===== src/rtl/pipe_stage_hs_pkg.sv =====
// Shared pipeline types: stage occupancy states and the packed per-stage payloads.
package pipe_stage_hs_pkg;

   typedef enum logic [1:0] {
      EMPTY = 2'd0,
      FULL  = 2'd1,
      SKID  = 2'd2
   } pipe_state_t;

   // Decode -> execute stage fields, carried as one opaque payload word.
   typedef struct packed {
      logic [7:0] opcode;
      logic [4:0] rd;
      logic [4:0] rs1;
      logic [4:0] rs2;
      logic [8:0] imm;
   } de_payload_t;

endpackage


===== src/rtl/sat_counter.sv =====
// Saturating up-counter: +1 per cycle with inc high, sticks at all-ones.
// Latency: count reflects inc one edge later. No backpressure; cleared only by RST.
module sat_counter #(
   parameter int CNT_WIDTH = 16
) (
   input  logic                 CLK,
   input  logic                 RST,
   input  logic                 inc,
   output logic [CNT_WIDTH-1:0] count
);

   logic [CNT_WIDTH-1:0] count_q, count_d;

   always_comb begin
      count_d = count_q;
      if (inc && !(&count_q)) count_d = count_q + 1'b1;
   end

   always_ff @(posedge CLK or posedge RST) begin
      if (RST) count_q <= '0;
      else     count_q <= count_d;
   end

   assign count = count_q;

endmodule


===== src/rtl/pipe_stage_hs.sv =====
// Valid/ready pipeline stage register with sync flush and a saturating stall counter.
// Latency 1 cycle; 1 payload/cycle. With PIPE_STAGE_HS_SKID_EN a skid entry makes
// in_ready a register (no out_ready path); otherwise in_ready follows out_ready.
module pipe_stage_hs
   import pipe_stage_hs_pkg::*;
#(
   parameter int WIDTH     = $bits(de_payload_t),
   parameter int CNT_WIDTH = 16
) (
   input  logic                 CLK,
   input  logic                 RST,
   input  logic                 CLR,
   input  logic                 in_valid,
   output logic                 in_ready,
   input  logic [WIDTH-1:0]     in_data,
   output logic                 out_valid,
   input  logic                 out_ready,
   output logic [WIDTH-1:0]     out_data,
   output logic [CNT_WIDTH-1:0] stall_cnt
);

   pipe_state_t      state_q, state_d;
   logic [WIDTH-1:0] main_q, main_d;
   logic             accept;
   logic             emit;

   assign out_valid = (state_q != EMPTY);
   assign out_data  = main_q;
   assign accept    = in_valid && in_ready;
   assign emit      = out_valid && out_ready;

`ifdef PIPE_STAGE_HS_SKID_EN
   logic [WIDTH-1:0] skid_q, skid_d;
   logic             rdy_q, rdy_d;

   // Ready is precomputed from next state so the upstream never sees out_ready.
   assign rdy_d    = (state_d != SKID);
   assign in_ready = rdy_q && !CLR;
`else
   assign in_ready = (!out_valid || out_ready) && !CLR;
`endif

   always_comb begin
      state_d = state_q;
      main_d  = main_q;
`ifdef PIPE_STAGE_HS_SKID_EN
      skid_d  = skid_q;
`endif
      if (CLR) begin
         state_d = EMPTY;
         main_d  = '0;
`ifdef PIPE_STAGE_HS_SKID_EN
         skid_d  = '0;
`endif
      end else begin
         case (state_q)
            EMPTY: begin
               if (accept) begin
                  state_d = FULL;
                  main_d  = in_data;
               end
            end
            FULL: begin
               if (accept && emit) begin
                  main_d = in_data;
               end else if (emit) begin
                  state_d = EMPTY;
`ifdef PIPE_STAGE_HS_SKID_EN
               end else if (accept) begin
                  state_d = SKID;
                  skid_d  = in_data;
`endif
               end
            end
`ifdef PIPE_STAGE_HS_SKID_EN
            SKID: begin
               if (emit) begin
                  state_d = FULL;
                  main_d  = skid_q;
               end
            end
`endif
            default: state_d = EMPTY;
         endcase
      end
   end

   always_ff @(posedge CLK or posedge RST) begin
      if (RST) begin
         state_q <= EMPTY;
         main_q  <= '0;
      end else begin
         state_q <= state_d;
         main_q  <= main_d;
      end
   end

`ifdef PIPE_STAGE_HS_SKID_EN
   always_ff @(posedge CLK or posedge RST) begin
      if (RST) begin
         skid_q <= '0;
         rdy_q  <= 1'b1;
      end else begin
         skid_q <= skid_d;
         rdy_q  <= rdy_d;
      end
   end
`endif

   sat_counter #(
      .CNT_WIDTH(CNT_WIDTH)
   ) u_stall_cnt (
      .CLK  (CLK),
      .RST  (RST),
      .inc  (out_valid && !out_ready),
      .count(stall_cnt)
   );

endmodule


===== config.mk =====
export PLATFORM = sky130hd
export DESIGN_NAME = pipe_stage_hs
export DESIGN_NICKNAME = d
export VERILOG_FILES = /design/src/rtl/pipe_stage_hs_pkg.sv /design/src/rtl/sat_counter.sv /design/src/rtl/pipe_stage_hs.sv
export SDC_FILE = /design/constraint.sdc
export NUM_CORES = 1
export LEC_CHECK = 0
export BUFFER_PORTS_ARGS = -buffer_cell sky130_fd_sc_hd__buf_2
export CAP_MARGIN = 20
export CORE_MARGIN = 2
export CORE_UTILIZATION = 30
export CTS_CLUSTER_SIZE = 20
export DETAILED_ROUTE_END_ITERATION = 12
export PLACE_DENSITY = 0.56
export RECOVER_POWER = 100
export SLEW_MARGIN = 20
export SYNTH_ARGS = -nofsm -noshare
export SYNTH_HDL_FRONTEND = slang
export SYNTH_SLANG_ARGS = --single-unit

===== constraint.sdc =====
create_clock -name CLK -period 4.35 [get_ports CLK]
set_input_delay 0.6525 -clock CLK [delete_from_list [all_inputs] [get_ports CLK]]
set_output_delay 0.6525 -clock CLK [all_outputs]
set_load 0.01 [all_outputs]

==> summary.md, run 1 <==
| Metric | Value |
|---|---|
| Status | finished with violations |
| Failing checks | capacitance limit, slew limit |
| Slew of the pin with the lowest slew margin | between 2 and 2.5 ns |
| Data arrival, critical path | between 2 and 3 ns |
| Yosys reg bits | 49 |
| Antenna Cells | 0 |
| Vias per cell | 4.81 |
| Final period util | a little over half |
| HP Class | reg -> reg |
| IO Port Bufs | between 80 and 90 |
| # hold bufs at CTS | 0 |
| Detail Route Antenna Nets | 0 |
| H-tree levels | 2 |
| # Post-CTS Setup Buffers | 0 |
| Mapped Cells | 154 |
| Max clock buf depth | 2 |
| RSZ-0062 raised after global routing | false |
| Crit path max fanout | 32 |
| Aggregate global routing overflow | 0 |
| I/O pin cnt | 87 |
| Vert. Die Dim | about 86 um |
| Worst-Skew Late Latency | 0.30 ns |
| Sequential area share after synthesis | 61.2% |
| Residual DRC | 0 |
| Most frequent cells in the layout | 50 x clkbuf_1, 49 x dfrtp_1, 36 x buf_2 |
| Cell variety after synth | 30 |
| Gr usage total | 12.5% |
| HPWL Detailed | 3.11 mm |
| Setup-failing EPs final | 0 |
| TNS Setup | 0 ns |
| Crit end category | register |
| Final total power | 1.02 mW |
| Initial core utilization | between 30% and 40% |
| Setup WS post-layout | slightly below 2 ns |
| Post_cts resized | 0 |
| Vias after detailed routing | 1528 |
| Final instance area | 2540 sq um |
| # nets final | 278 |
| Syn Area/Cell | 13.0 sq um |
| Width of the die | 85.7 um |
| Synth-to-Final Area Change | 26.7% |
| Max Cap Viol | 2 |
| Slew headroom | -41.1% |
| Final Hold Vio Count | 0 |
| Critical path type | reg -> reg |
| Share of cells above drive strength 1 | 23.2% |
| Syn Nets | 192 |
| Row cnt | 29 |
| Core Util, Final | ~40% |
| RePlAce Congestion | 0.682 |
| Number of global-route vias before repair | 1491 |
| Final Skew | 0.00402 ns |
| CTS buffer count | 5 |
| Pleak | 1.21 nW |
| Initial antenna violation count | 1 |
| First-pass GRT wire length | 7.29 mm |
| Pwr/cell area | 401 nW/um^2 |
| Crit path launch type | register |
| Placed inst area | 2500 sq um |
| Final min period | 2.38 ns |
| Placed cells | 310 |
| Setup Slack @ Placement | 2.11 ns |
| Most common cell after layout, fill and taps aside | clkbuf_1 |
| Post-Syn Area | 2000 sq um |
| Hold slack | 0.496 ns |
| Maximum VDD drop | around 0.23 mV |
| Core ar. | 6390 sq um |
| Root Buffer | clkbuf_8 |
| Total wire length | approximately 4.4 mm |
| TritonCTS clock tree | done |
| Clock transition at path regs | 0.09 ns |
| DR WL/cell | 13.9 um |
| Fillcell total | about 680 |
| DRT iter0 DRCs | 79 |
| Fmax | approximately 0.42 GHz |
| Die area | 7350 sq um |
| Post-route non-filler standard cell count | ~320 |
| Num Clock Sinks | between 40 and 50 |
| Largest net degree at the start of global routing | 50 |
| YS warnings | 0 |
| Worst r2r path cells | 4 |
| TritonRoute pass-1 iters | 4 |
| Hold depth | 1 |
| Pins Over Slew Limit | 83 |
| CP Data Required Time | 4.59 ns |
## worst max-delay path: stages, from the launching register on
cell,delay (ns)
dfrtp_1,0.44
nor2b_1,0.22
nor2_1,0.13
and2_0,1.25
a22o_1,0.28
## cell families after synthesis
group | share of synthesized area [%]
DFF | 61.2
buffers and inverters | 2.62
muxes | 1.12
AOI/OAI and AO/OA | 18.6
and+or+nand+nor | 10.6
xor gates and xnor gates | 5.25
adders and majority gates | 0.625
## layout make-up
cell class,count,area (sq um),share of cell area [%]
tap,77,96.3,3.79
inverter,4,16.3,0.641
timing repair buffer,87,375,14.8
clock buffer,5,68.8,2.71
sequential,49,1230,48.3
clock inverter,3,46.3,1.82
multi-input combinational,93,709,27.9
## power breakdown
| part | switching, mW | leakage, nW | internal [mW] |
|---|---|---|---|
| Combinational | 0.0863 | 0.513 | 0.0644 |
| Sequential | 0.0442 | 0.641 | 0.497 |
| Clock | 0.153 | 0.0543 | 0.172 |
| Total | 0.284 | 1.21 | 0.733 |
## per-layer routing
metal	track usage (%)	part of all wire [%]	vias up
met5	0	0.36	-
met4	3.46	1.1	2
met3	5.10	8.2	7
met2	19.0	44	60
met1	16.6	46	719
li1	-	-	740
## final timing paths
| check | start | to | slack (ns) |
|---|---|---|---|
| worst min register to register | u_stall_cnt.count[15]$_DFFE_PP0P_ | u_stall_cnt.count[15]$_DFFE_PP0P_ | 0.50 |
| min in group asynchronous | RST | u_stall_cnt.count[9]$_DFFE_PP0P_ | 0.89 |
| max in group asynchronous | RST | u_stall_cnt.count[12]$_DFFE_PP0P_ | 2.50 |
| worst max-delay path | state_q[0]$_DFFE_PP0P_ | out_data[6]$_DFFE_PP0P_ | 1.97 |
| worst min-delay path | u_stall_cnt.count[15]$_DFFE_PP0P_ | u_stall_cnt.count[15]$_DFFE_PP0P_ | 0.50 |
| worst max register to register | state_q[0]$_DFFE_PP0P_ | out_data[6]$_DFFE_PP0P_ | 1.97 |
## sequential cells by signal (all words and copies together) (netlist names)
signal             cells
u_stall_cnt.count     16
state_q                1
out_data              32
## cell usage after synthesis, drive strengths merged
library cell	number	area, sq um
ha	1	12.5
a22o	32	280
nand2	5	18.8
a21bo	1	10.0
xor2	10	87.6
o21ba	1	10.0
dfrtp	49	1230
nor2b	1	6.26
buf	1	11.3
and2	1	6.26
nor4	3	18.8
nor4bb	1	10.0
nand4	6	37.5
clkbuf	7	26.3
nor4b	1	8.76
or3	3	25.0
inv	4	15.0
a2111oi	2	36.3
a21oi	7	35.0
xnor2	2	17.5
nand3	2	15.0
mux2	2	22.5
nor2	6	22.5
nor3	5	30.0
nand2b	1	13.8
Note: power is estimated with default switching activity, not from simulation.
==> inputs of run 2 (changes only) <==
--- a/config.mk
+++ b/config.mk
@@ -5,6 +5,7 @@
 export SDC_FILE = /design/constraint.sdc
 export NUM_CORES = 1
 export LEC_CHECK = 0
+export ABC_AREA = 1
 export BUFFER_PORTS_ARGS = -buffer_cell sky130_fd_sc_hd__buf_2
 export CAP_MARGIN = 20
 export CORE_MARGIN = 2
==> constraint.sdc (replaced) <==
create_clock -name CLK -period 2.1 [get_ports CLK]
set_input_delay 0.315 -clock CLK [delete_from_list [all_inputs] [get_ports CLK]]
set_output_delay 0.315 -clock CLK [all_outputs]
set_load 0.01 [all_outputs]
==> run 2 against run 1 <==
Against the previous run: the flow now finishes without violations; sequential power up 100%; non-clock buffer count is 5 higher; utilization fell by 1.4 points; largest cell class unchanged.
==> summary.md, run 2 <==
| Metric | Value |
|---|---|
| Status | finished, final reports clean |
| Post-synth ARST share | 100% |
| Share of power burned in registers | 51.1% |
| Aggregate global routing overflow | 0 |
| RePlAce Congestion | 0.839 |
| Ys flop type | dfrtp_1 |
| Crit-path most repeated cell | nand2_1 |
| H-tree levels | 2 |
| Final instance area | 2960 sq um |
| TritonRoute pass-1 iters | 6 |
| Number of global-route vias before repair | 2087 |
| HPWL Detailed | 4.40 mm |
| DRT iter0 DRCs | 64 |
| HP Class | in -> reg |
| Slew of the pin with the lowest slew margin | 1.06 ns |
| Row cnt | 32 |
| # hold bufs at CTS | 0 |
| Internal cell power | ~1.5 mW |
| Synth top area cells | dfrtp_1 51%, nand2_1 17%, nand3_1 15% |
| Cell variety after synth | 22 |
| Net switching fraction of the power | around 28% |
| Pwr/cell area | between 700 and 800 nW/um^2 |
| Crit path max fanout | 18 |
| Max clock buf depth | 2 |
| Fmax | 0.558 GHz |
| Largest net degree at the start of global routing | 33 |
| Most frequent cells in the layout | 108 x nand2_1, 71 x nand3_1, 53 x clkbuf_1 |
| Total wire length | 6.14 mm |
| Mapped Cells | 300 |
| Slew headroom | approximately 29% |
| DR WL/cell | 12.6 um |
| RSZ-0062 raised after global routing | false |
| Num Clock Sinks | about 50 |
| Synth area leader | dfrtp_1 |
| Crit end category | register |
| Setup-failing EPs final | 0 |
| Hold slack | approximately 0.23 ns |
| Vias after detailed routing | approximately 2200 |
| Gr usage total | 14.4% |
| Post_cts resized | 1 |
| Vias per cell | 4.61 |
| Number of flip-flops under the largest register name | 32 |
| TritonCTS clock tree | done |
| Data arrival, critical path | a little under 2 ns |
| Syn Area/Cell | 7.97 sq um |
| # Post-CTS Setup Buffers | 0 |
| Final Skew | 0.0135 ns |
| EDFF count, synth | 0 |
| Vert. Die Dim | roughly 93 um |
| CP peak stage delay | approximately 0.42 ns |
| Core ar. | 7730 sq um |
| Post-Syn Area | around 2400 sq um |
| Synth-to-Final Area Change | 23.8% |
| Critical path type | reg -> reg |
| Root Buffer | clkbuf_8 |
| Clock transition at path regs | roughly 0.10 ns |
| Setup WS post-layout | roughly 0.31 ns |
| TNS Setup | 0 ns |
| Pins Over Slew Limit | 0 |
| Final min period | 1.79 ns |
| Setup Slack @ Placement | 0.199 ns |
| Maximum VDD drop | just over 0.3 mV |
| Sequential area share after synthesis | 51.3% |
| Max Cap Viol | 0 |
| IO Port Bufs | 86 |
| CTS buffer count | 5 |
| Power share of the combinational group | 15.9% |
| Final Hold Vio Count | 0 |
| Clock share of power | 33.0% |
| Fillcell total | 856 |
| CP Data Required Time | 2.29 ns |
| Syn Nets | 338 |
| CP cell instances | ha_1 > nand3_1 > inv_1 > nand2_1 > inv_1 > nand2_4 > nand2_8 > inv_2 > nand2_1 > nand2_1 |
| Post-synth top cells | 107 x nand2_1, 70 x nand3_1, 49 x dfrtp_1 |
| Die area | 8700 sq um |
| Antenna Cells | 0 |
| Share of cells above drive strength 1 | 14.3% |
| Most common cell after layout, fill and taps aside | nand2_1 |
| Final total power | 2.13 mW |
| Initial core utilization | 31.0% |
| Pleak | 1.50 nW |
| Yosys reg bits | 49 |
| Detail Route Antenna Nets | 0 |
| Width of the die | between 90 and 100 um |
| Worst-Skew Late Latency | 0.30 ns |
| # nets final | 422 |
| Crit path launch type | register |
| Residual DRC | 0 |
| Initial antenna violation count | 1 |
| Placed inst area | around 2900 sq um |
| First-pass GRT wire length | about 10 mm |
| YS warnings | 0 |
| Crit-path slowest cell | dfrtp_1 |
| Most frequent cell after synthesis | nand2_1 |
| I/O pin cnt | 87 |
| Psw | about 600 uW |
| Final period util | 85.4% |
| Share of the synthesized area in the top cell type | 51.3% |
==> run 2: cell families (layout without fill, tap and decap cells) <==
kind of cell,after synthesis,after routing,synth area share (%)
flops,49,49,51.3
simple gates,207,207,38.9
fa+ha+maj,1,1,0.523
compound gates,5,5,1.05
xor+xnor,7,7,2.56
buf+inv,31,116,5.75
==> run 2: worst paths after layout <==
check	start	endpoint	slack (ns)	cells past startpoint
min in group asynchronous	RST	out_data[23]$_DFFE_PP0P_	0.26	2
worst max-delay path	u_stall_cnt.count[1]$_DFFE_PP0P_	u_stall_cnt.count[14]$_DFFE_PP0P_	0.31	10
worst min register to register	out_data[19]$_DFFE_PP0P_	out_data[19]$_DFFE_PP0P_	0.50	2
max in group asynchronous	RST	u_stall_cnt.count[10]$_DFFE_PP0P_	0.70	3
worst min-delay path	CLR	state_q[0]$_DFFE_PP0P_	0.23	2
worst max register to register	u_stall_cnt.count[1]$_DFFE_PP0P_	u_stall_cnt.count[14]$_DFFE_PP0P_	0.31	10
==> run 2: layout make-up <==
class	count	area, sq um	area share, %
Timing Repair Buffer	92	405	13.7
Inverter	16	60.1	2.03
Clock inverter	1	30.0	1.01
Sequential cell	49	1230	41.4
Tap cell	102	128	4.31
Multi-Input combinational cell	220	1030	34.6
Clock buffer	7	86.3	2.92
==> run 2: worst max-delay path: cells and delay by family (launching register included) <==
family	cells	cell delay (ns)
adders and majority gates	1	0.24
buffers and inverters	3	0.38
DFF	1	0.42
and+or+nand+nor	6	0.61
==> run 2: metal layers <==
| layer | global-route usage, % | wire, um | vias up | share of wire (%) |
|---|---|---|---|---|
| met5 | 0 | 0 | - | 0 |
| met4 | 3.55 | 28 | 0 | 0.46 |
| met3 | 4.51 | 415 | 2 | 6.8 |
| met2 | 23.7 | 2900 | 77 | 47 |
| met1 | 18.4 | 2800 | 1033 | 46 |
| li1 | - | - | 1132 | - |
==> run 2: per-stage QoR <==
stage                     utilization, %  instances
after floorplan                        -        300
after global placement              37.8        479
after detailed placement            37.8        479
after CTS                           39.4        487
after global routing                38.3        487
final                               38.3        487
==> run 2: power by group through the flow <==
stage	Clock [mW]	Sequential [mW]	Combinational, mW
2_1_floorplan	0	1.14	0.177
3_3_place_gp	0	1.11	0.364
3_5_place_dp	0	1.11	0.369
4_1_cts	0.728	1.09	0.371
5_1_grt	0.756	1.10	0.383
6_report	0.704	1.09	0.339
==> inputs of run 3 (changes only) <==
--- a/config.mk
+++ b/config.mk
@@ -12,7 +12,7 @@
 export CORE_UTILIZATION = 30
 export CTS_CLUSTER_SIZE = 20
 export DETAILED_ROUTE_END_ITERATION = 12
-export PLACE_DENSITY = 0.56
+export PLACE_DENSITY = 0.54
 export RECOVER_POWER = 100
 export SLEW_MARGIN = 20
 export SYNTH_ARGS = -nofsm -noshare
==> constraint.sdc (replaced) <==
create_clock -name CLK -period 1.8 [get_ports CLK]
set_input_delay 0.27 -clock CLK [delete_from_list [all_inputs] [get_ports CLK]]
set_output_delay 0.27 -clock CLK [all_outputs]
set_load 0.01 [all_outputs]
==> run 3 against run 2 <==
Against the previous run: setup slack worse by 0.18 ns; non-clock buffer count up 1; register-to-register slack worse by 0.12 ns; sequential share of layout area down 0.26 points.
==> summary.md, run 3 (synthesis results as in run 2) <==
| Metric | Value |
|---|---|
| Maximum VDD drop | ~0.27 mV |
| Psw | between 700 and 800 uW |
| Share of power burned in registers | between 50% and 60% |
| Vias per cell | 4.62 |
| Final min period | 1.68 ns |
| Post-route non-filler standard cell count | 488 |
| Max clock buf depth | 2 |
| Max Cap Viol | 0 |
| Number of global-route vias before repair | ~2200 |
| Aggregate global routing overflow | 0 |
| Antenna Cells | 0 |
| CP peak stage delay | 0.39 ns |
| Critical path type | reg -> out |
| Width of the die | 93.3 um |
| First-pass GRT wire length | 10.5 mm |
| Status | finished, final reports clean |
| Most frequent cells in the layout | 107 x nand2_1, 71 x nand3_1, 49 x dfrtp_1, 49 x clkbuf_1, 38 x buf_2 |
| # hold bufs at CTS | 1 |
| R2r startpoint | u_stall_cnt.count[0]$_DFFE_PP0P_ |
| Initial antenna violation count | 0 |
| HP Class | in -> reg |
| Residual DRC | 0 |
| Setup crit start | state_q[0]$_DFFE_PP0P_ |
| Gr usage total | 15.0% |
| Worst-Skew Late Latency | 0.31 ns |
| Pleak | 1.50 nW |
| Clock share of power | slightly below 30% |
| FF-to-FF End | u_stall_cnt.count[15]$_DFFE_PP0P_ |
| Core ar. | 7730 sq um |
| Root Buffer | clkbuf_8 |
| TritonCTS clock tree | done |
| Die area | about 8700 sq um |
| Post_cts resized | 0 |
| Crit path max fanout | 30 |
| Worst r2r path cells | 10 |
| Synth-to-Final Area Change | 24.6% |
| TNS Setup | 0 ns |
| Number of flip-flops under the largest register name | 32 |
| Pins Over Slew Limit | 0 |
| Total wire length | between 6 and 7 mm |
| Data arrival, critical path | 1.41 ns |
| DR WL/cell | 12.7 um |
| Final Hold Vio Count | 0 |
| Hold path start | CLR |
| Most common cell after layout, fill and taps aside | nand2_1 |
| Initial core utilization | 31.0% |
| Slew of the pin with the lowest slew margin | 0.817 ns |
| Num Clock Sinks | 49 |
| Hold depth | 2 |
| Final Skew | 0.0110 ns |
| Vert. Die Dim | 93.3 um |
| Crit-path slowest cell | dfrtp_1 |
| # Post-CTS Setup Buffers | 0 |
| Internal reg-to-reg setup slack | 0.19 ns |
| Row cnt | 32 |
| Crit path launch type | register |
| Largest net degree at the start of global routing | 33 |
| Final period util | between 90% and 100% |
| HPWL Detailed | approximately 4.3 mm |
| TritonRoute pass-1 iters | 4 |
| RePlAce Congestion | 0.823 |
| IO Port Bufs | 86 |
| Slew headroom | ~46% |
| CTS buffer count | 5 |
| Detail Route Antenna Nets | 0 |
| Vias after detailed routing | between 2000 and 2500 |
| Internal cell power | 1.63 mW |
| Clock transition at path regs | 0.11 ns |
| Net switching fraction of the power | a little under a third |
| Pwr/cell area | 800 nW/um^2 |
| Share of cells above drive strength 1 | 15.8% |
| Hold EP | state_q[0]$_DFFE_PP0P_ |
| H-tree levels | 2 |
| Fmax | ~0.60 GHz |
| CP Data Required Time | 1.53 ns |
| Power share of the combinational group | approximately 17% |
| RSZ-0062 raised after global routing | false |
| I/O pin cnt | 87 |
| Crit end category | output port |
| Setup-failing EPs final | 0 |
| # nets final | 423 |
| Placed cells | between 400 and 500 |
| DRT iter0 DRCs | 104 |
| CP cell instances | inv_1 > nor2_4 > nor2_2 > buf_12 > buf_2 |
run 3: cell types whose count changed in the layout (fill, tap and decap cells not counted), sizes merged:
cell,delta
clkbuf,-5
buf,+3
dlygate4sd3,+1
inv,+2
bufinv,-1
clkinvlp,+1
run 3: cell type report:
cell class / instances / area (sq um)
clock buffer: 5 / 68.8
clock inverter: 3 / 25.0
fill: 836 / 4750
inverter: 16 / 62.6
multi-input combinational: 220 / 1020
sequential: 49 / 1230
tap: 102 / 128
timing repair buffer: 93 / 447
run 3: worst max-delay path by stage:
stage,end,cells after the start
after floorplan,u_stall_cnt.count[3]$_DFFE_PP0P_,11
after global routing,out_data[4]$_DFFE_PP0P_,7
after global placement,u_stall_cnt.count[14]$_DFFE_PP0P_,10
final,in_ready,5
after CTS,in_ready,5
after detailed placement,u_stall_cnt.count[8]$_DFFE_PP0P_,10
run 3: metrics by stage:
step | util [%] | worst slack (ns) | hold slack (ns) | instance area, sq um | power, mW
after floorplan | - | 0.315 | 0.336 | 2390 | 1.53
after global placement | 38.1 | 0.337 | 0.310 | 2950 | 1.73
after detailed placement | 38.1 | 0.257 | 0.305 | 2950 | 1.73
after CTS | 39.5 | 0.111 | 0.141 | 3050 | 2.45
after global routing | 38.6 | 0.0266 | 0.154 | 2980 | 2.54
final | 38.6 | 0.123 | 0.145 | 2980 | 2.38
run 3: critical path, delay by kind of cell (launching register included):
| kind | cells | cell delay (ns) |
|---|---|---|
| buffers and inverters | 3 | 0.45 |
| flip-flops | 1 | 0.39 |
| AND/OR/NAND/NOR | 2 | 0.24 |
run 3: power groups by stage:
stage	logic [mW]	clock network, mW	registers, mW
after global routing	0.463	0.787	1.29
final	0.405	0.709	1.27
after floorplan	0.206	0	1.33
after CTS	0.440	0.740	1.27
after detailed placement	0.438	0	1.29
after global placement	0.440	0	1.29
run 3: layer usage:
| layer | global-route usage [%] | share of wire, % |
|---|---|---|
| met5 | 0 | 0 |
| met4 | 4.17 | 0.65 |
| met3 | 4.43 | 7.0 |
| met2 | 23.1 | 45 |
| met1 | 20.6 | 48 |
